$ cat config.mk
export PLATFORM = sky130hd
export DESIGN_NAME = i2s_rx_flat
export DESIGN_NICKNAME = d
export VERILOG_FILES = /design/src/rtl/i2s_rx_if.sv /design/src/rtl/i2s_rx.sv /design/src/flat_wrapper.sv
export SDC_FILE = /design/constraint.sdc
export NUM_CORES = 1
export LEC_CHECK = 0
export ABC_CLOCK_PERIOD_IN_PS = 5100
export BUFFER_PORTS_ARGS = -buffer_cell sky130_fd_sc_hd__buf_2
export CELL_PAD_IN_SITES_DETAIL_PLACEMENT = 0
export CELL_PAD_IN_SITES_GLOBAL_PLACEMENT = 1
export CORE_UTILIZATION = 23
export CTS_BUF_LIST = sky130_fd_sc_hd__clkbuf_4
export CTS_CLUSTER_SIZE = 24
export DETAILED_ROUTE_END_ITERATION = 7
export GPL_TIMING_DRIVEN = 0
export HOLD_SLACK_MARGIN = 0.06
export PLACE_DENSITY_LB_ADDON = 0.1
export SLEW_MARGIN = 10
export SYNTH_ARGS = -nofsm -noshare
export SYNTH_HDL_FRONTEND = slang
export SYNTH_SLANG_ARGS = --single-unit
$ cat constraint.sdc
create_clock -name clk -period 5.1 [get_ports clk]
set_clock_uncertainty 0.15 [all_clocks]
set_input_delay 1.53 -clock clk [delete_from_list [all_inputs] [get_ports clk]]
set_output_delay 1.53 -clock clk [all_outputs]
set_load 0.01 [all_outputs]
$ cat src/rtl/i2s_rx_if.sv
// Host-side bus of the I2S receiver: I2S pins, run/format controls and FIFO read port.
// "slave" is the receiver's view, "master" is the controlling host / testbench view.
interface i2s_rx_if;
  localparam int unsigned DATA_W = 32;
  localparam int unsigned LVL_W  = 5;
  localparam int unsigned PRE_W  = 8;

  logic              en;
  logic              sck;
  logic              ws;
  logic              sdi;
  logic              sdo;
  logic [PRE_W-1:0]  sck_prescaler;
  logic [4:0]        sample_size;
  logic [1:0]        channels;
  logic              fifo_rd;
  logic [DATA_W-1:0] fifo_rdata;
  logic [LVL_W-1:0]  fifo_level;
  logic [LVL_W-1:0]  fifo_level_threshold;
  logic              fifo_level_above;
  logic              fifo_full;

  modport master (
    output en, sdi, sck_prescaler, sample_size, channels, fifo_rd, fifo_level_threshold,
    input  sck, ws, sdo, fifo_rdata, fifo_level, fifo_level_above, fifo_full
  );

  modport slave (
    input  en, sdi, sck_prescaler, sample_size, channels, fifo_rd, fifo_level_threshold,
    output sck, ws, sdo, fifo_rdata, fifo_level, fifo_level_above, fifo_full
  );
endinterface

$ cat src/rtl/i2s_rx.sv
// I2S bus-master receiver with a 16 x 32 first-word-fall-through FIFO.
// Define I2S_RX_SIGN_EXTEND_EN to sign-extend captured words instead of zero-filling.
module i2s_rx (
  input logic     clk,
  input logic     rst,
  i2s_rx_if.slave bus
);
  localparam int unsigned DATA_W = 32;
  localparam int unsigned DEPTH  = 16;
  localparam int unsigned PTR_W  = 4;
  localparam int unsigned LVL_W  = 5;
  localparam int unsigned PRE_W  = 8;
  localparam int unsigned CNT_W  = 6;

  logic [PRE_W-1:0]  pre_cnt;
  logic              sck_q;
  logic [CNT_W-1:0]  bit_cnt;
  logic [DATA_W-1:0] shift_q;
  logic              pend_q;

  logic [DATA_W-1:0] mem [DEPTH];
  logic [PTR_W-1:0]  wr_ptr;
  logic [PTR_W-1:0]  rd_ptr;
  logic [PTR_W-1:0]  rd_nxt;
  logic [LVL_W-1:0]  level_q;
  logic              full_q;
  logic              above_q;
  logic [DATA_W-1:0] rdata_q;

  logic              tick;
  logic              sck_rise;
  logic              sck_fall;
  logic [4:0]        pos;
  logic [DATA_W-1:0] mask;
  logic [DATA_W-1:0] word;
  logic              do_push;
  logic              do_pop;
  logic [LVL_W-1:0]  level_d;
  logic [DATA_W-1:0] rdata_d;

  assign tick     = (pre_cnt == bus.sck_prescaler);
  assign sck_rise = tick && !sck_q;
  assign sck_fall = tick && sck_q;
  assign pos      = bit_cnt[4:0];
  assign rd_nxt   = rd_ptr + PTR_W'(1);

  assign bus.sck              = sck_q;
  assign bus.ws               = bit_cnt[CNT_W-1];
  assign bus.sdo              = 1'b0;
  assign bus.fifo_rdata       = rdata_q;
  assign bus.fifo_level       = level_q;
  assign bus.fifo_full        = full_q;
  assign bus.fifo_level_above = above_q;

  // Bit clock generation, slot counter and serial capture.
  always_ff @(posedge clk) begin
    if (rst || !bus.en) begin
      pre_cnt <= '0;
      sck_q   <= 1'b0;
      bit_cnt <= '0;
      shift_q <= '0;
      pend_q  <= 1'b0;
    end else begin
      if (tick) begin
        pre_cnt <= '0;
        sck_q   <= !sck_q;
      end else begin
        pre_cnt <= pre_cnt + PRE_W'(1);
      end
      if (sck_fall) begin
        bit_cnt <= bit_cnt + CNT_W'(1);
      end
      if (sck_rise && (pos != 5'd0) && (pos <= bus.sample_size)) begin
        shift_q <= {shift_q[DATA_W-2:0], bus.sdi};
      end
      // Flag a completed slot; the push itself happens on the following clk.
      pend_q <= sck_rise && (bus.sample_size != 5'd0) && (pos == bus.sample_size)
                && bus.channels[bit_cnt[CNT_W-1]];
    end
  end

  // Word formatting and FIFO next-state; rdata tracks the next head so it stays registered.
  always_comb begin
    mask = (DATA_W'(1) << bus.sample_size) - DATA_W'(1);
    word = shift_q & mask;
`ifdef I2S_RX_SIGN_EXTEND_EN
    if (shift_q[bus.sample_size - 5'd1]) begin
      word = word | ~mask;
    end
`endif
    do_pop  = bus.fifo_rd && (level_q != '0);
    do_push = pend_q && (!full_q || do_pop);
    level_d = level_q + LVL_W'(do_push) - LVL_W'(do_pop);
    rdata_d = rdata_q;
    if (do_pop) begin
      if (level_q == LVL_W'(1)) begin
        rdata_d = do_push ? word : '0;
      end else begin
        rdata_d = mem[rd_nxt];
      end
    end else if (do_push && (level_q == '0)) begin
      rdata_d = word;
    end
  end

  always_ff @(posedge clk) begin
    if (rst) begin
      wr_ptr  <= '0;
      rd_ptr  <= '0;
      level_q <= '0;
      full_q  <= 1'b0;
      above_q <= 1'b0;
      rdata_q <= '0;
    end else begin
      if (do_push) begin
        wr_ptr <= wr_ptr + PTR_W'(1);
      end
      if (do_pop) begin
        rd_ptr <= rd_nxt;
      end
      level_q <= level_d;
      full_q  <= (level_d == LVL_W'(DEPTH));
      above_q <= (level_d > bus.fifo_level_threshold);
      rdata_q <= rdata_d;
    end
  end

  // Storage needs no reset; occupancy is tracked by the pointers and level.
  always_ff @(posedge clk) begin
    if (do_push) begin
      mem[wr_ptr] <= word;
    end
  end
endmodule

$ cat src/flat_wrapper.sv
// flat-port wrapper written by rule: the top's interface ports become plain ports
module i2s_rx_flat 
  (clk, rst, bus_en, bus_sdi, bus_sck_prescaler, bus_sample_size, bus_channels, bus_fifo_rd, bus_fifo_level_threshold, bus_sck, bus_ws, bus_sdo, bus_fifo_rdata, bus_fifo_level, bus_fifo_level_above, bus_fifo_full);
  i2s_rx_if bus_i ();
  input logic clk;
  input logic rst;
  input wire logic [$bits(bus_i.en)-1:0] bus_en;
  input wire logic [$bits(bus_i.sdi)-1:0] bus_sdi;
  input wire logic [$bits(bus_i.sck_prescaler)-1:0] bus_sck_prescaler;
  input wire logic [$bits(bus_i.sample_size)-1:0] bus_sample_size;
  input wire logic [$bits(bus_i.channels)-1:0] bus_channels;
  input wire logic [$bits(bus_i.fifo_rd)-1:0] bus_fifo_rd;
  input wire logic [$bits(bus_i.fifo_level_threshold)-1:0] bus_fifo_level_threshold;
  output wire logic [$bits(bus_i.sck)-1:0] bus_sck;
  output wire logic [$bits(bus_i.ws)-1:0] bus_ws;
  output wire logic [$bits(bus_i.sdo)-1:0] bus_sdo;
  output wire logic [$bits(bus_i.fifo_rdata)-1:0] bus_fifo_rdata;
  output wire logic [$bits(bus_i.fifo_level)-1:0] bus_fifo_level;
  output wire logic [$bits(bus_i.fifo_level_above)-1:0] bus_fifo_level_above;
  output wire logic [$bits(bus_i.fifo_full)-1:0] bus_fifo_full;
  assign bus_i.en = bus_en;
  assign bus_i.sdi = bus_sdi;
  assign bus_i.sck_prescaler = bus_sck_prescaler;
  assign bus_i.sample_size = bus_sample_size;
  assign bus_i.channels = bus_channels;
  assign bus_i.fifo_rd = bus_fifo_rd;
  assign bus_i.fifo_level_threshold = bus_fifo_level_threshold;
  assign bus_sck = bus_i.sck;
  assign bus_ws = bus_i.ws;
  assign bus_sdo = bus_i.sdo;
  assign bus_fifo_rdata = bus_i.fifo_rdata;
  assign bus_fifo_level = bus_i.fifo_level;
  assign bus_fifo_level_above = bus_i.fifo_level_above;
  assign bus_fifo_full = bus_i.fifo_full;
  i2s_rx u_core (.clk(clk), .rst(rst), .bus(bus_i));
endmodule
# Yosys cells after proc, flatten, opt, wreduce, memory -nomap -nowiden
# Memories as Yosys holds them, arrays and structs flattened.
# Cells that the tools add are included.
dict set report word_totals {
  regBits 95
  ram_bits 512
  inputBits 25
  word_cells 57
  mem_count 1
}
# memory depth word_bits read_ports rd_ports_with_merged_regs wr line_no
set memory_table {}
lappend memory_table {u_core.mem 16 32 1 0 1 i2s_rx.sv:21} ;# logic [DATA_W-1:0] mem [DEPTH];
dict set report op_classes {
  addsub 7
  n_lt_le_gt_ge 3
  n_eq_ne 4
  shifts 1
  n_mux 8
  bitwise 1
  reduce_logical 21
}
# cell count
set ops {}
lappend ops {{two-way mux 32 bit} 4}
lappend ops {{AND 32 bit} 1}
lappend ops {{<< shifter 1 x 5 -> 32 bit, first input constant} 1}
lappend ops {{subtractor 32 x 2 -> 32 bit, second input constant} 1}
lappend ops {{nonzero test 5 bit} 3}
lappend ops {{logical AND 1 bit} 10}
lappend ops {{adder 4 x 1 -> 4 bit, second input constant} 2}
lappend ops {{adder 8 x 1 -> 8 bit, second input constant} 1}
lappend ops {{== test 8 bit} 1}
lappend ops {{adder 6 x 1 -> 6 bit, second input constant} 1}
lappend ops {{adder 5 x 1 -> 5 bit} 1}
lappend ops {{== test 5 x 1 -> 1 bit, second input constant} 1}
lappend ops {{== test 5 bit} 1}
lappend ops {{== test 5 bit, second input constant} 1}
lappend ops {{greater-than comparator 5 bit} 1}
lappend ops {{less-or-equal comparator 5 bit} 1}
lappend ops {{logical NOT 5 bit} 1}
lappend ops {{subtractor 5 x 1 -> 5 bit} 1}
lappend ops {{two-way mux 1 bit} 4}
lappend ops {{logical NOT 1 bit} 3}
lappend ops {{logical OR 1 bit} 2}
lappend ops {{less-than comparator 1 x 2 -> 1 bit, second input constant} 1}
lappend ops {{nonzero test 2 bit} 1}
lappend ops {{OR reduction 2 bit} 1}

# Depth between registers and ports, before layout
dict set report depth {
  ltp_word 7
  depth_mapped 16
  mapped_depth_nobuf 15
}

# Worst setup path before layout
# No wires, ideal clock.
dict set report synth_path {
  path_kind {input -> register}
  from {in bus_fifo_rd}
  to {mem u_core.mem[0][0], enable pin}
  t_arrival_ns 4.513
  path_slack_ns -0.024
  cell_stages 6
  cell_sequence {inv_1 -> o21ai_0 -> and2_1 -> clkbuf_1 -> nand2_1 -> nor3_1}
}
dict set report synth_via {
  elab_chain_len 5
}
# element line_no
set synth_lines {}
lappend synth_lines {{start: declaration} flat_wrapper.sv:12} ;# input wire logic [$bits(bus_i.fifo_rd)-1:0] bus_fifo_rd;
lappend synth_lines {{logical AND 1 bit} i2s_rx.sv:91} ;# do_pop = bus.fifo_rd && (level_q != '0);
lappend synth_lines {{logical OR 1 bit} i2s_rx.sv:92} ;# do_push = pend_q && (!full_q || do_pop);
lappend synth_lines {{logical AND 1 bit} i2s_rx.sv:92}
lappend synth_lines {{via u_core.do_push} i2s_rx.sv:36} ;# logic do_push;
lappend synth_lines {{two-way mux 1 bit} i2s_rx.sv:130} ;# if (do_push) begin
lappend synth_lines {{two-way mux 1 bit (not written as such)} i2s_rx.sv:131} ;# mem[wr_ptr] <= word;
lappend synth_lines {{end: declaration} i2s_rx.sv:21}
# The timed path passes the listed nets, and every way through them passes these cells.

# Worst setup path in the final report
dict set report layout_path {
  from {in bus_sample_size[1]}
  to {reg u_core.rdata_q[10], in the netlist u_core.bus.fifo_rdata[10]}
}
dict set report layout_via {
  elab_chain_len 6
  elab_cells_between_ends 7
  cone_classes {add/sub: 1; shift: 1; mux: 4; bitwise: 1}
}
# element line_no
set layout_lines {}
lappend layout_lines {{start: declaration} flat_wrapper.sv:10} ;# input wire logic [$bits(bus_i.sample_size)-1:0] bus_sample_size;
lappend layout_lines {{<< shifter 1 x 5 -> 32 bit (*)} i2s_rx.sv:84} ;# mask = (DATA_W'(1) << bus.sample_size) - DATA_W'(1);
lappend layout_lines {{subtractor 32 x 2 -> 32 bit (*)} i2s_rx.sv:84}
lappend layout_lines {{AND 32 bit (*)} i2s_rx.sv:85} ;# word = shift_q & mask;
lappend layout_lines {{via u_core.word[10]} i2s_rx.sv:35} ;# logic [DATA_W-1:0] word;
lappend layout_lines {{two-way mux 32 bit} i2s_rx.sv:97} ;# rdata_d = do_push ? word : '0;
lappend layout_lines {{two-way mux 32 bit} i2s_rx.sv:96} ;# if (level_q == LVL_W'(1)) begin
lappend layout_lines {{two-way mux 32 bit (*)} i2s_rx.sv:95} ;# if (do_pop) begin
lappend layout_lines {{end signal: assignment} i2s_rx.sv:124} ;# rdata_q <= rdata_d;
lappend layout_lines {{end: declaration} i2s_rx.sv:28} ;# logic [DATA_W-1:0] rdata_q;
# Mark *: on every way through the listed nets, which the timed path passes. The rest lies on a longest branch. The select of a mux whose other input is x is not followed.
# A chain may end at the register's enable or synchronous reset.

==> flow_summary.yaml <==
layout:
  multi_input_comb_area_sq_um: 7080
  design_area_sq_um: 30100
  fill_cells: 10700
  fin_util: 0.285
  nNetsFinal: 1772
  seq_area_sq_um: 17300
  layout_commonest_cell: "edfxtp_1"
  areaGrowthSynthToFinish_pct: 22.3
  mostFrequentLayoutCells: "edfxtp_1 (512), clkbuf_4 (267), mux4_2 (140), nand2_1 (120), dfxtp_1 (94)"
  layout-drive-gt1-share: 0.332
  final_cells: 3267
job:
  maxCapViolCount: 0
synthesis:
  synth_flop_cell: "edfxtp_1"
  synth_edf_count: 512
  ys_seq_area_frac: 0.701
  syn_area_per_cell_sq_um: 17.4
  ys_ff_latch: 606
  syn_inst: 1417
  synth_warnings: 0
  async_flop_share: 0
  netlist_area_sq_um: 24600
  yosysUniqueCellTypes: 71
placed_design:
  port_buffers: 64
  placed_cells: 2935
  gp_congestion: 0.765
  place_area_sq_um: 27700
  hpwlAfterDp_um: 55800
worst_setup_path:
  cp_top_family: "simple AND/OR/NAND/NOR gates"
  required_ns: 5.87
  ff2ff_path_depth: 15
  r2r-end: "u_core.bus.fifo_level_above"
  cp-start-kind: "primary input"
  crit_buf_inv: 3
  r2r_slack_ns: 0.76
  crit_chain: "clkbuf_1 -> nor3_1 -> nand2_1 -> ha_1 -> clkbuf_1 -> clkbuf_1 -> nor4_1 -> o211ai_1 -> a31oi_2 -> nand2_1 -> a311oi_2"
  arrival_ns: 5.39
  path_class: "in -> reg"
  slowest_stage: "nor3_1"
  cpMostUsedCell: "clkbuf_1"
  r2r-start: "u_core.bus.fifo_level[2]"
  cp_slowest_stage_delay_ns: 0.93
  worstSetupEndpointType: "register"
  cp_max_fo: 17
outcome:
  status: "finished, violations left"
  violations: "design-rule violations"
global_routing:
  grt_pass1_vias: 15100
  grt_antenna_before_repair: 3
  grt_overflow: 0
  grt_max_degree: 19
  grtUsageTotal: 0.154
  grt_pass1_wl_um: 115000
pwr:
  p_leak_nw: 8.90
  power_density_nw_per_um2: 427
  ir_drop_uv: 159
  finalPower_mw: 12.8
hold_path:
  hold_path_end: "u_core.shift_q[30]"
  holdCritPathClass: "reg -> reg"
  min_from: "u_core.shift_q[30]"
  hold_depth: 2
timing:
  period_minus_slack_ns: 4.62
  finalSetupViolCount: 0
  fmax_ghz: 0.217
  relSlewSlack: 0.162
  whs_ns: 0.311
  finalHoldViolations: 0
  grt_setup_unrepaired: "no"
  slew_violations: 0
  worstMarginPinSlew_ns: 1.26
  fin_crit_sh: 0.905
route:
  drt_iter0_markers: 876
  detail_route.wl_per_cell_um: 25.0
  drt_wl_total_um: 81600
  drc: 9
  viasPerCell: 4.32
  first_pass_iters: 7
  ant_nets: 0
  vias: 14100
clock_network:
  path_clk_slew_ns: 0.06
  postCtsSetupRepairBufs: 0
  clockRootBuffer: "clkbuf_4"
  cts_resized: 0
  clk_latency_ns: 1.07
  hold_buffers: 0
  cts_tree: "built"
  h-tree-depth: 4
  cts_buffers: 176
  cts_sinks: 606
  clk_path_buf_depth: 3
floorplan:
  rows: 119
  dieArea_sq_um: 108000
  die_h_um: 329
  core-area_sq_um: 106000
  initial_core_util: 0.233
  die_w_um: 329
  ios: 67
worst min-delay path, cell delays in order (launching register included):
cell     delay, ns
dfxtp_1       0.31
nand2_1       0.05
mux2i_1       0.05
area by class of cell:
class                   instances  area share
inverters                      25     0.00312
plain buffers                  84      0.0144
clock buffers                 267      0.0666
flip-flops and latches        606       0.574
repair buffers                111      0.0378
multi-input cells             718       0.235
clock inverters                58      0.0109
well taps                    1391      0.0578
diodes                          7    0.000582
synthesized netlist by cell type (7+ instances only):
master    count  area (sq um)
o21a_1        7          52.6
mux4_2      140          3150
a21oi_1      23           115
a31oi_1       7          43.8
and3_1       11          68.8
a211oi_1     19           143
clkbuf_1     45           169
nand3_1      26           130
a22oi_1       8          60.1
a311oi_1      8          70.1
o21ai_0      21           105
nand2_1     120           450
mux2i_1      45           450
o211ai_1      7          52.6
ha_1         24           300
edfxtp_1    512         15400
dfxtp_1      94          1880
nor2b_1      11          68.8
inv_1        25          93.8
buf_6         7          78.8
and2_1        9          56.3
xnor2_1       9          78.8
buf_2        15          75.1
xor2_1       21           184
nor3_1       25           125
buf_4        12          90.1
a221oi_2      7           105
nor2_1       77           289
metrics by stage:
step	setup WS [ns]	setup TNS (ns)
floorplan	0.268	0
global placement	-4.49	-1374.43
detailed placement	-0.846	-35.14
CTS	0.285	0
global route	0.283	0
finish	0.484	0
routing by layer:
metal  global-route usage  share of wire  vias to the layer above
li1                     -              -                     6346
met1                0.197           0.45                     7303
met2                0.255           0.49                      332
met3               0.0323          0.037                      140
met4               0.0533          0.025                        2
met5                    0        0.00016                        -
logic make-up (layout without fill, tap and decap cells):
family                     count (synthesis)  after routing  share of synthesized area
AOI/OAI and AO/OA                        142            142                     0.0431
xor gates and xnor gates                  32             32                     0.0125
adders and majority gates                 25             25                     0.0130
buffers and inverters                    109            545                     0.0214
DFF                                      606            606                      0.701
muxes                                    191            191                      0.149
other                                      1             24                   0.000152
and+or+nand+nor                          311            311                     0.0595
state kept, by name, summed over array words and instances, names as in the netlist:
register	count
u_core.bus.fifo_level_above	1
u_core.pre_cnt	8
u_core.bus.fifo_rdata	32
u_core.wr_ptr	4
u_core.pend_q	1
u_core.shift_q	31
u_core.bus.fifo_full	1
u_core.bus.sck	1
u_core.rd_ptr	4
u_core.bus.fifo_level	5
u_core.bit_cnt	6
u_core.mem	512
power breakdown:
group	switching, mW	leakage [nW]	total (mW)	internal (mW)
Combinational	1.68	2.91	2.62	0.936
Clock	2.20	1.36	4.70	2.50
Sequential	0.119	4.62	5.52	5.41
Total	4.00	8.90	12.8	8.84
worst max path at each step:
stage                     depth (start not counted)  slack (ns)               start                   endpoint
after global routing                             11        0.28  bus_sample_size[1]  u_core.bus.fifo_rdata[10]
after floorplan                                   4        0.27         bus_fifo_rd           u_core.mem[3][0]
after detailed placement                         11       -0.85  bus_sample_size[1]  u_core.bus.fifo_rdata[10]
final                                            11        0.48  bus_sample_size[1]  u_core.bus.fifo_rdata[10]
after CTS                                        11        0.29  bus_sample_size[1]  u_core.bus.fifo_rdata[10]
after global placement                            5       -4.49         bus_fifo_rd          u_core.mem[3][21]
No activity file was read; power rests on OpenSTA's default activity.
